[config.mk]
export PLATFORM = sky130hd
export DESIGN_NAME = seven_segment_capture
export DESIGN_NICKNAME = d
export VERILOG_FILES = /design/src/rtl/seven_segment_capture.sv
export SDC_FILE = /design/constraint.sdc
export NUM_CORES = 1
export LEC_CHECK = 0
export ABC_AREA = 1
export ABC_CLOCK_PERIOD_IN_PS = 2500
export CORE_UTILIZATION = 30
export CTS_BUF_LIST = sky130_fd_sc_hd__clkbuf_16
export DETAILED_ROUTE_END_ITERATION = 10
export DONT_BUFFER_PORTS = 1
export PLACE_DENSITY = 0.41
export REMOVE_ABC_BUFFERS = 1
export SLEW_MARGIN = 20
export SYNTH_ARGS = -nofsm -noshare
export SYNTH_HDL_FRONTEND = slang
export SYNTH_SLANG_ARGS = --single-unit
[constraint.sdc]
create_clock -name clk -period 2.5 [get_ports clk]
set_input_delay 0.25 -clock clk [delete_from_list [all_inputs] [get_ports clk]]
set_output_delay 0.25 -clock clk [all_outputs]
set_load 0.005 [all_outputs]
[src/rtl/seven_segment_capture.sv]
// Loopback monitor for a multiplexed 7-segment bus: sync, debounce, decode, reassemble 4 digits.
// Optional SEVEN_SEG_CAPTURE_STATS_EN adds frame_cnt / err_cnt outputs.
module seven_segment_capture #(
  parameter int STABLE_CYCLES = 16,
  parameter int STAB_W        = 8
) (
  input  logic        clk,
  input  logic        rst,
  input  logic [3:0]  grounds_in,
  input  logic [6:0]  segs_in,
  output logic [15:0] value,
  output logic        value_valid,
  output logic        seg_err,
  output logic        grounds_err
`ifdef SEVEN_SEG_CAPTURE_STATS_EN
  ,
  output logic [15:0] frame_cnt,
  output logic [7:0]  err_cnt
`endif
);

  typedef struct packed {
    logic [3:0] grounds;
    logic [6:0] segs;
  } sample_t;

  localparam logic [STAB_W-1:0] STAB_MAX = STAB_W'(STABLE_CYCLES);

  sample_t           sync1, s, s_prev;
  logic [STAB_W-1:0] stab_cnt;
  logic [3:0][3:0]   digit_q, digit_nx;
  logic [3:0]        mask_q, mask_nx;
  logic              accept, blank, one_hot, dec_ok;
  logic [1:0]        idx;
  logic [3:0]        nib;

  function automatic logic [4:0] decode(input logic [6:0] sg);
    case (sg)
      7'b1111110: decode = {1'b1, 4'h0};
      7'b0110000: decode = {1'b1, 4'h1};
      7'b1101101: decode = {1'b1, 4'h2};
      7'b1111001: decode = {1'b1, 4'h3};
      7'b0110011: decode = {1'b1, 4'h4};
      7'b1011011: decode = {1'b1, 4'h5};
      7'b1011111: decode = {1'b1, 4'h6};
      7'b1110000: decode = {1'b1, 4'h7};
      7'b1111111: decode = {1'b1, 4'h8};
      7'b1111011: decode = {1'b1, 4'h9};
      7'b1110111: decode = {1'b1, 4'hA};
      7'b0011111: decode = {1'b1, 4'hB};
      7'b1001110: decode = {1'b1, 4'hC};
      7'b0111101: decode = {1'b1, 4'hD};
      7'b1001111: decode = {1'b1, 4'hE};
      7'b1000111: decode = {1'b1, 4'hF};
      default:    decode = 5'b0;
    endcase
  endfunction

  // Counter saturates at STAB_MAX, so the accept compare matches once per stable interval.
  assign accept = (s == s_prev) && (stab_cnt == STAB_MAX - 1'b1);
  assign blank  = (s.grounds == 4'b1111);
  assign {dec_ok, nib} = decode(s.segs);

  always_comb begin
    one_hot = 1'b1;
    idx     = 2'd0;
    case (s.grounds)
      4'b1110: idx = 2'd0;
      4'b1101: idx = 2'd1;
      4'b1011: idx = 2'd2;
      4'b0111: idx = 2'd3;
      default: one_hot = 1'b0;
    endcase
  end

  // A repeat of an already-captured digit restarts the frame at that digit.
  always_comb begin
    digit_nx      = digit_q;
    digit_nx[idx] = nib;
    mask_nx       = mask_q[idx] ? (4'b0001 << idx) : (mask_q | (4'b0001 << idx));
  end

  always_ff @(posedge clk) begin
    if (rst) begin
      sync1       <= '0;
      s           <= '0;
      s_prev      <= '0;
      stab_cnt    <= '0;
      digit_q     <= '0;
      mask_q      <= '0;
      value       <= '0;
      value_valid <= 1'b0;
      seg_err     <= 1'b0;
      grounds_err <= 1'b0;
`ifdef SEVEN_SEG_CAPTURE_STATS_EN
      frame_cnt   <= '0;
      err_cnt     <= '0;
`endif
    end else begin
      sync1       <= {grounds_in, segs_in};
      s           <= sync1;
      s_prev      <= s;
      value_valid <= 1'b0;
      seg_err     <= 1'b0;
      grounds_err <= 1'b0;
      if (s != s_prev)
        stab_cnt <= '0;
      else if (stab_cnt != STAB_MAX)
        stab_cnt <= stab_cnt + 1'b1;

      if (accept && !blank) begin
        if (!one_hot) begin
          grounds_err <= 1'b1;
          mask_q      <= '0;
`ifdef SEVEN_SEG_CAPTURE_STATS_EN
          if (err_cnt != 8'hFF) err_cnt <= err_cnt + 8'd1;
`endif
        end else if (!dec_ok) begin
          seg_err <= 1'b1;
          mask_q  <= '0;
`ifdef SEVEN_SEG_CAPTURE_STATS_EN
          if (err_cnt != 8'hFF) err_cnt <= err_cnt + 8'd1;
`endif
        end else begin
          digit_q <= digit_nx;
          if (mask_nx == 4'hF) begin
            value       <= digit_nx;
            value_valid <= 1'b1;
            mask_q      <= '0;
`ifdef SEVEN_SEG_CAPTURE_STATS_EN
            frame_cnt   <= frame_cnt + 16'd1;
`endif
          end else begin
            mask_q <= mask_nx;
          end
        end
      end
    end
  end

endmodule

==> qor.tcl <==
set qor(grtUsageTotal_pct) 13.8
set qor(worst-slew-pin-transition_ns) 0.430
set qor(cts.path.max_buffers) 2
set qor(die_h_um) 111
set qor(power_frac_clock_pct) 46.9
set qor(power.share.switching_pct) 21.3
set qor(cp.buffers_inverters) 1
set qor(remaining_drc_errors) 5
set qor(yosys.area_share.xor_xnor_pct) 2.21
set qor(fp.dieW_um) 111
set qor(drt_wl_total_um) 7570
set qor(failed_checks) {DRC}
set qor(effective_utilization_at_floorplan_pct) 31.0
set qor(rsz0062_at_grt) {false}
set qor(post-cts-setup-buffer-count) 0
set qor(intPower_mw) 2.09
set qor(synth_sequential_area_ratio_pct) 44.9
set qor(postSynthCellCount) 500
set qor(avgRoutedWirePerCell_um) 11.6
set qor(crit_path_start_kind) {flop}
set qor(reg2reg_slack_ns) 0.40
set qor(met2_track_demand_over_resource_pct) 21.8
set qor(reg_to_reg_startpoint) {s[7]$_SDFF_PP0_}
set qor(post-dp-hpwl_um) 5260
set qor(final.setup.worst_slack_ns) 0.403
set qor(clock.fmax_mhz) 477
set qor(r2r_end) {value[3]$_SDFFE_PP0P_}
set qor(hp-class) {primary input to flop}
set qor(power_frac_seq_pct) 49.5
set qor(share_of_the_synthesized_area_in_compound_gates_ao_oa_aoi_oai_pct) 9.34
set qor(power.density_cell_area_nw_per_um2) 658
set qor(dpl_worst_slack_ns) 0.378
set qor(grt_max_degree) 49
set qor(vias) 2938
set qor(synth_top_family_by_area) {simple AND/OR/NAND/NOR gates}
set qor(grt.overflow.total) 0
set qor(use_met3_pct) 5.63
set qor(design.core.area_sq_um) 11500
set qor(family_with_the_most_delay_on_the_worst_path) {simple AND/OR/NAND/NOR gates}
set qor(cp_cell_sequence) {nand4_1, nand2_1, nand2_1, nand2_2, nand3_1, nand2_1, nand2_1, nor2_4, buf_12, nand2_1, nand3_1, nand2_1}
set qor(number_of_unique_standard_cell_types_used_by_synthesis) 32
set qor(critPathMaxFanout) 29
set qor(design_area_sq_um) 4040
set qor(first_global_vias) 2846
set qor(yosys_warnings) 0
set qor(crit_arrival_ns) 2.33
set qor(design.final.nets) 519
set qor(worstRegToRegCells) 12
set qor(die_footprint_sq_um) 12300
set qor(timing.slew.headroom_pct) 71.0
set qor(final_layout_size_suffix_gt1_share_pct) 8.06
set qor(cts.clk_slew.worst_paths_ns) 0.06
set qor(post_synthesis_instance_area_sq_um) 3560
set qor(area_delta_synth_final_pct) 13.2
set qor(outcome) {complete, but fails checks}
set qor(synth_fa_ha_area_share_pct) 0.702
set qor(irDropWorstVdd_mv) 0.393
set qor(initial_antenna_violation_count) 0
set qor(critical-path-max-stage-delay_ns) 0.44
set qor(fillerInstances) 1261
set qor(most_used_layer_global_route) {met2}
set qor(critical_path.slowest_cell) {sky130_fd_sc_hd__dfxtp_1}
set qor(postSynthAreaPerCell_sq_um) 7.13
set qor(total_switching_power_mw) 0.566
set qor(detailedRoute.firstIterationViolations) 135
set qor(combinational_fraction_of_design_power_pct) 3.7
set qor(final_period_minus_worst_setup_slack_ns) 2.10
set qor(ctsRootBufferMaster) {sky130_fd_sc_hd__clkbuf_16}
set qor(row_count) 39
set qor(insertedDiodeCount) 0
set qor(worstSetupEndpointType) {flop}
set qor(post-route-period-util_pct) 83.9
set qor(cell_type_with_the_highest_occurrence_count_on_the_critical_path) {sky130_fd_sc_hd__nand2_1}
set qor(cap_violations) 0
set qor(clock_insertion_delay_worst_skew_ns) 0.34
set qor(worstHoldPathCells) 2
set qor(cts-hold-fix-buffers) 4
set qor(port_buffer_count) 0
set qor(grt_pass1_wl_um) 13400
set qor(routed_via_density) 4.51
set qor(min_to) {sync1[8]$_SDFF_PP0_}
set qor(hold_viol_final) 0
set qor(ctsResizeCount) 0
set qor(register_area_sq_um) 1600
set qor(report.final.setup_viol) 0
set qor(worst_hold_startpoint) {grounds_in[1]}
set qor(report.final.slew_viol_count) 0
set qor(drtAntennaViolNets) 0
set qor(critPathKind) {flop to flop}
set qor(cp.required_ns) 2.73
set qor(synthSimpleGateAreaFrac_pct) 31.4
set qor(io_pins) 32
set qor(cts_sinks) 80
set qor(htree_num_levels) 3
set qor(cts_made_buffers) 9
set qor(grt_util_met1_pct) 16.8
set qor(multi_input_comb_area_sq_um) 1600
set qor(synth.area.mux_share_pct) 1.12
set qor(cts_tree) {yes}
set qor(power_leakage_nw) 1.75
set qor(ys_ff_latch) 80
set qor(finClkSkew_ns) 0.00663
set qor(place_area_sq_um) 3690
set qor(gp_congestion) 0.862
set qor(drt_pre_antenna_iters) 7
[worst register-to-register path, cell delays in order, from the launching register on]
cell and delay (ns):
sky130_fd_sc_hd__dfxtp_1 0.44, sky130_fd_sc_hd__nand4_1 0.35, sky130_fd_sc_hd__nand2_1 0.15, sky130_fd_sc_hd__nand2_1 0.07
sky130_fd_sc_hd__nand2_2 0.09, sky130_fd_sc_hd__nand3_1 0.07, sky130_fd_sc_hd__nand2_1 0.10, sky130_fd_sc_hd__nand2_1 0.12
sky130_fd_sc_hd__nor2_4 0.12, sky130_fd_sc_hd__buf_12 0.18, sky130_fd_sc_hd__nand2_1 0.15, sky130_fd_sc_hd__nand3_1 0.10
sky130_fd_sc_hd__nand2_1 0.05
[power by group through the flow]
stage	combinational, mW	clock [mW]	sequential, mW
CTS	0.0987	1.30	1.31
detailed placement	0.0813	0	1.34
finish	0.0970	1.24	1.31
floorplan	0.0632	0	1.34
global placement	0.0807	0	1.34
global route	0.114	1.35	1.32
[final cells by class]
type / instances / share of cell area [%]
clock buffers: 9 / 5.58
clock inverters: 7 / 1.36
inverters: 67 / 6.23
multi-input cells: 336 / 39.7
flip-flops and latches: 80 / 39.7
well taps: 143 / 4.43
repair buffers: 10 / 3.04
[cells by family (layout without fill, tap and decap cells)]
family,count (synthesis),after routing
compound gates,62,62
xor+xnor,9,9
fa+ha+maj,2,2
buf+inv,84,93
flops,80,80
mux,4,4
simple gates,259,259
[per-layer routing]
metal | share of wire (%) | vias up
li1 | - | 1589
met1 | 49 | 1308
met2 | 45 | 32
met3 | 4.5 | 9
met4 | 1.4 | 0
met5 | 0 | -
[how the worst max path moves through the flow]
stage | from | depth (start not counted) | slack [ns] | endpoint
2_1_floorplan | stab_cnt[0]$_SDFFE_PP0P_ | 12 | -0.35 | value[11]$_SDFFE_PP0P_
3_3_place_gp | s[7]$_SDFF_PP0_ | 12 | 0.41 | value[11]$_SDFFE_PP0P_
3_5_place_dp | s[7]$_SDFF_PP0_ | 12 | 0.38 | value[3]$_SDFFE_PP0P_
6_report | s[7]$_SDFF_PP0_ | 12 | 0.40 | value[3]$_SDFFE_PP0P_
5_1_grt | stab_cnt[1]$_SDFFE_PP0P_ | 12 | 0.16 | digit_q[3]$_SDFFE_PP0P_
4_1_cts | s[7]$_SDFF_PP0_ | 12 | 0.36 | value[3]$_SDFFE_PP0P_
[sequential cells by signal, indices dropped and copies added (netlist names)]
register,flops
digit_q,16
grounds_err,1
mask_q,4
s,11
s_prev,11
seg_err,1
stab_cnt,8
sync1,11
value,16
value_valid,1
[through the flow]
step | cells | hold WS [ns] | total power, mW | util (%) | TNS [ns]
after floorplan | 483 | 0.319 | 1.40 | - | -5.24
after global placement | 631 | 0.325 | 1.42 | 32.1 | 0
after detailed placement | 631 | 0.327 | 1.42 | 32.1 | 0
after CTS | 651 | 0.000503 | 2.71 | 35.0 | 0
after global routing | 652 | 0.00146 | 2.78 | 35.0 | 0
final | 652 | 0.0145 | 2.65 | 35.0 | 0
[synthesized netlist by cell type]
master	number	area share, %
sky130_fd_sc_hd__a21oi_1	26	3.7
sky130_fd_sc_hd__a21oi_2	6	1.5
sky130_fd_sc_hd__buf_1	1	0.11
sky130_fd_sc_hd__buf_12	1	0.56
sky130_fd_sc_hd__buf_2	5	0.70
sky130_fd_sc_hd__buf_4	1	0.21
sky130_fd_sc_hd__buf_6	2	0.63
sky130_fd_sc_hd__buf_8	1	0.42
sky130_fd_sc_hd__clkbuf_1	6	0.63
sky130_fd_sc_hd__clkinv_1	1	0.11
sky130_fd_sc_hd__dfxtp_1	80	45
sky130_fd_sc_hd__ha_1	2	0.70
sky130_fd_sc_hd__inv_1	62	6.5
sky130_fd_sc_hd__inv_2	4	0.42
sky130_fd_sc_hd__mux2i_1	4	1.1
sky130_fd_sc_hd__nand2_1	95	10
sky130_fd_sc_hd__nand2_2	4	0.70
sky130_fd_sc_hd__nand3_1	39	5.5
sky130_fd_sc_hd__nand3_4	1	0.49
sky130_fd_sc_hd__nand3b_1	1	0.21
sky130_fd_sc_hd__nand4_1	8	1.4
sky130_fd_sc_hd__nand4_2	1	0.35
sky130_fd_sc_hd__nor2_1	92	9.7
sky130_fd_sc_hd__nor2_2	5	0.88
sky130_fd_sc_hd__nor2_4	1	0.32
sky130_fd_sc_hd__nor3_1	8	1.1
sky130_fd_sc_hd__nor3b_1	1	0.21
sky130_fd_sc_hd__nor4_1	2	0.35
sky130_fd_sc_hd__o21ai_0	30	4.2
sky130_fd_sc_hd__or2_2	1	0.18
sky130_fd_sc_hd__xnor2_1	8	2.0
sky130_fd_sc_hd__xor2_1	1	0.25
[cell usage in the layout (no fill, tap or decap)]
cell,n
sky130_fd_sc_hd__xnor2_1,8
sky130_fd_sc_hd__ha_1,2
sky130_fd_sc_hd__or2_2,1
sky130_fd_sc_hd__nand2_1,95
sky130_fd_sc_hd__nand3_1,39
sky130_fd_sc_hd__nor3_1,8
sky130_fd_sc_hd__nor2_4,2
sky130_fd_sc_hd__nand4_1,8
sky130_fd_sc_hd__nor3b_1,1
sky130_fd_sc_hd__nand3_4,1
sky130_fd_sc_hd__clkinv_1,3
sky130_fd_sc_hd__nand3b_1,1
sky130_fd_sc_hd__nor4_1,2
sky130_fd_sc_hd__inv_2,4
sky130_fd_sc_hd__xor2_1,1
sky130_fd_sc_hd__a21oi_2,6
sky130_fd_sc_hd__nor2_1,92
sky130_fd_sc_hd__dlygate4sd3_1,4
sky130_fd_sc_hd__bufinv_16,1
sky130_fd_sc_hd__buf_12,3
sky130_fd_sc_hd__inv_1,64
sky130_fd_sc_hd__nand2_2,4
sky130_fd_sc_hd__a21oi_1,26
sky130_fd_sc_hd__nand4_2,1
sky130_fd_sc_hd__mux2i_1,4
sky130_fd_sc_hd__nor2_2,4
sky130_fd_sc_hd__o21ai_0,30
sky130_fd_sc_hd__clkbuf_16,9
sky130_fd_sc_hd__buf_4,3
sky130_fd_sc_hd__dfxtp_1,80
sky130_fd_sc_hd__clkinv_2,2
(Power assumes the default switching activity.)
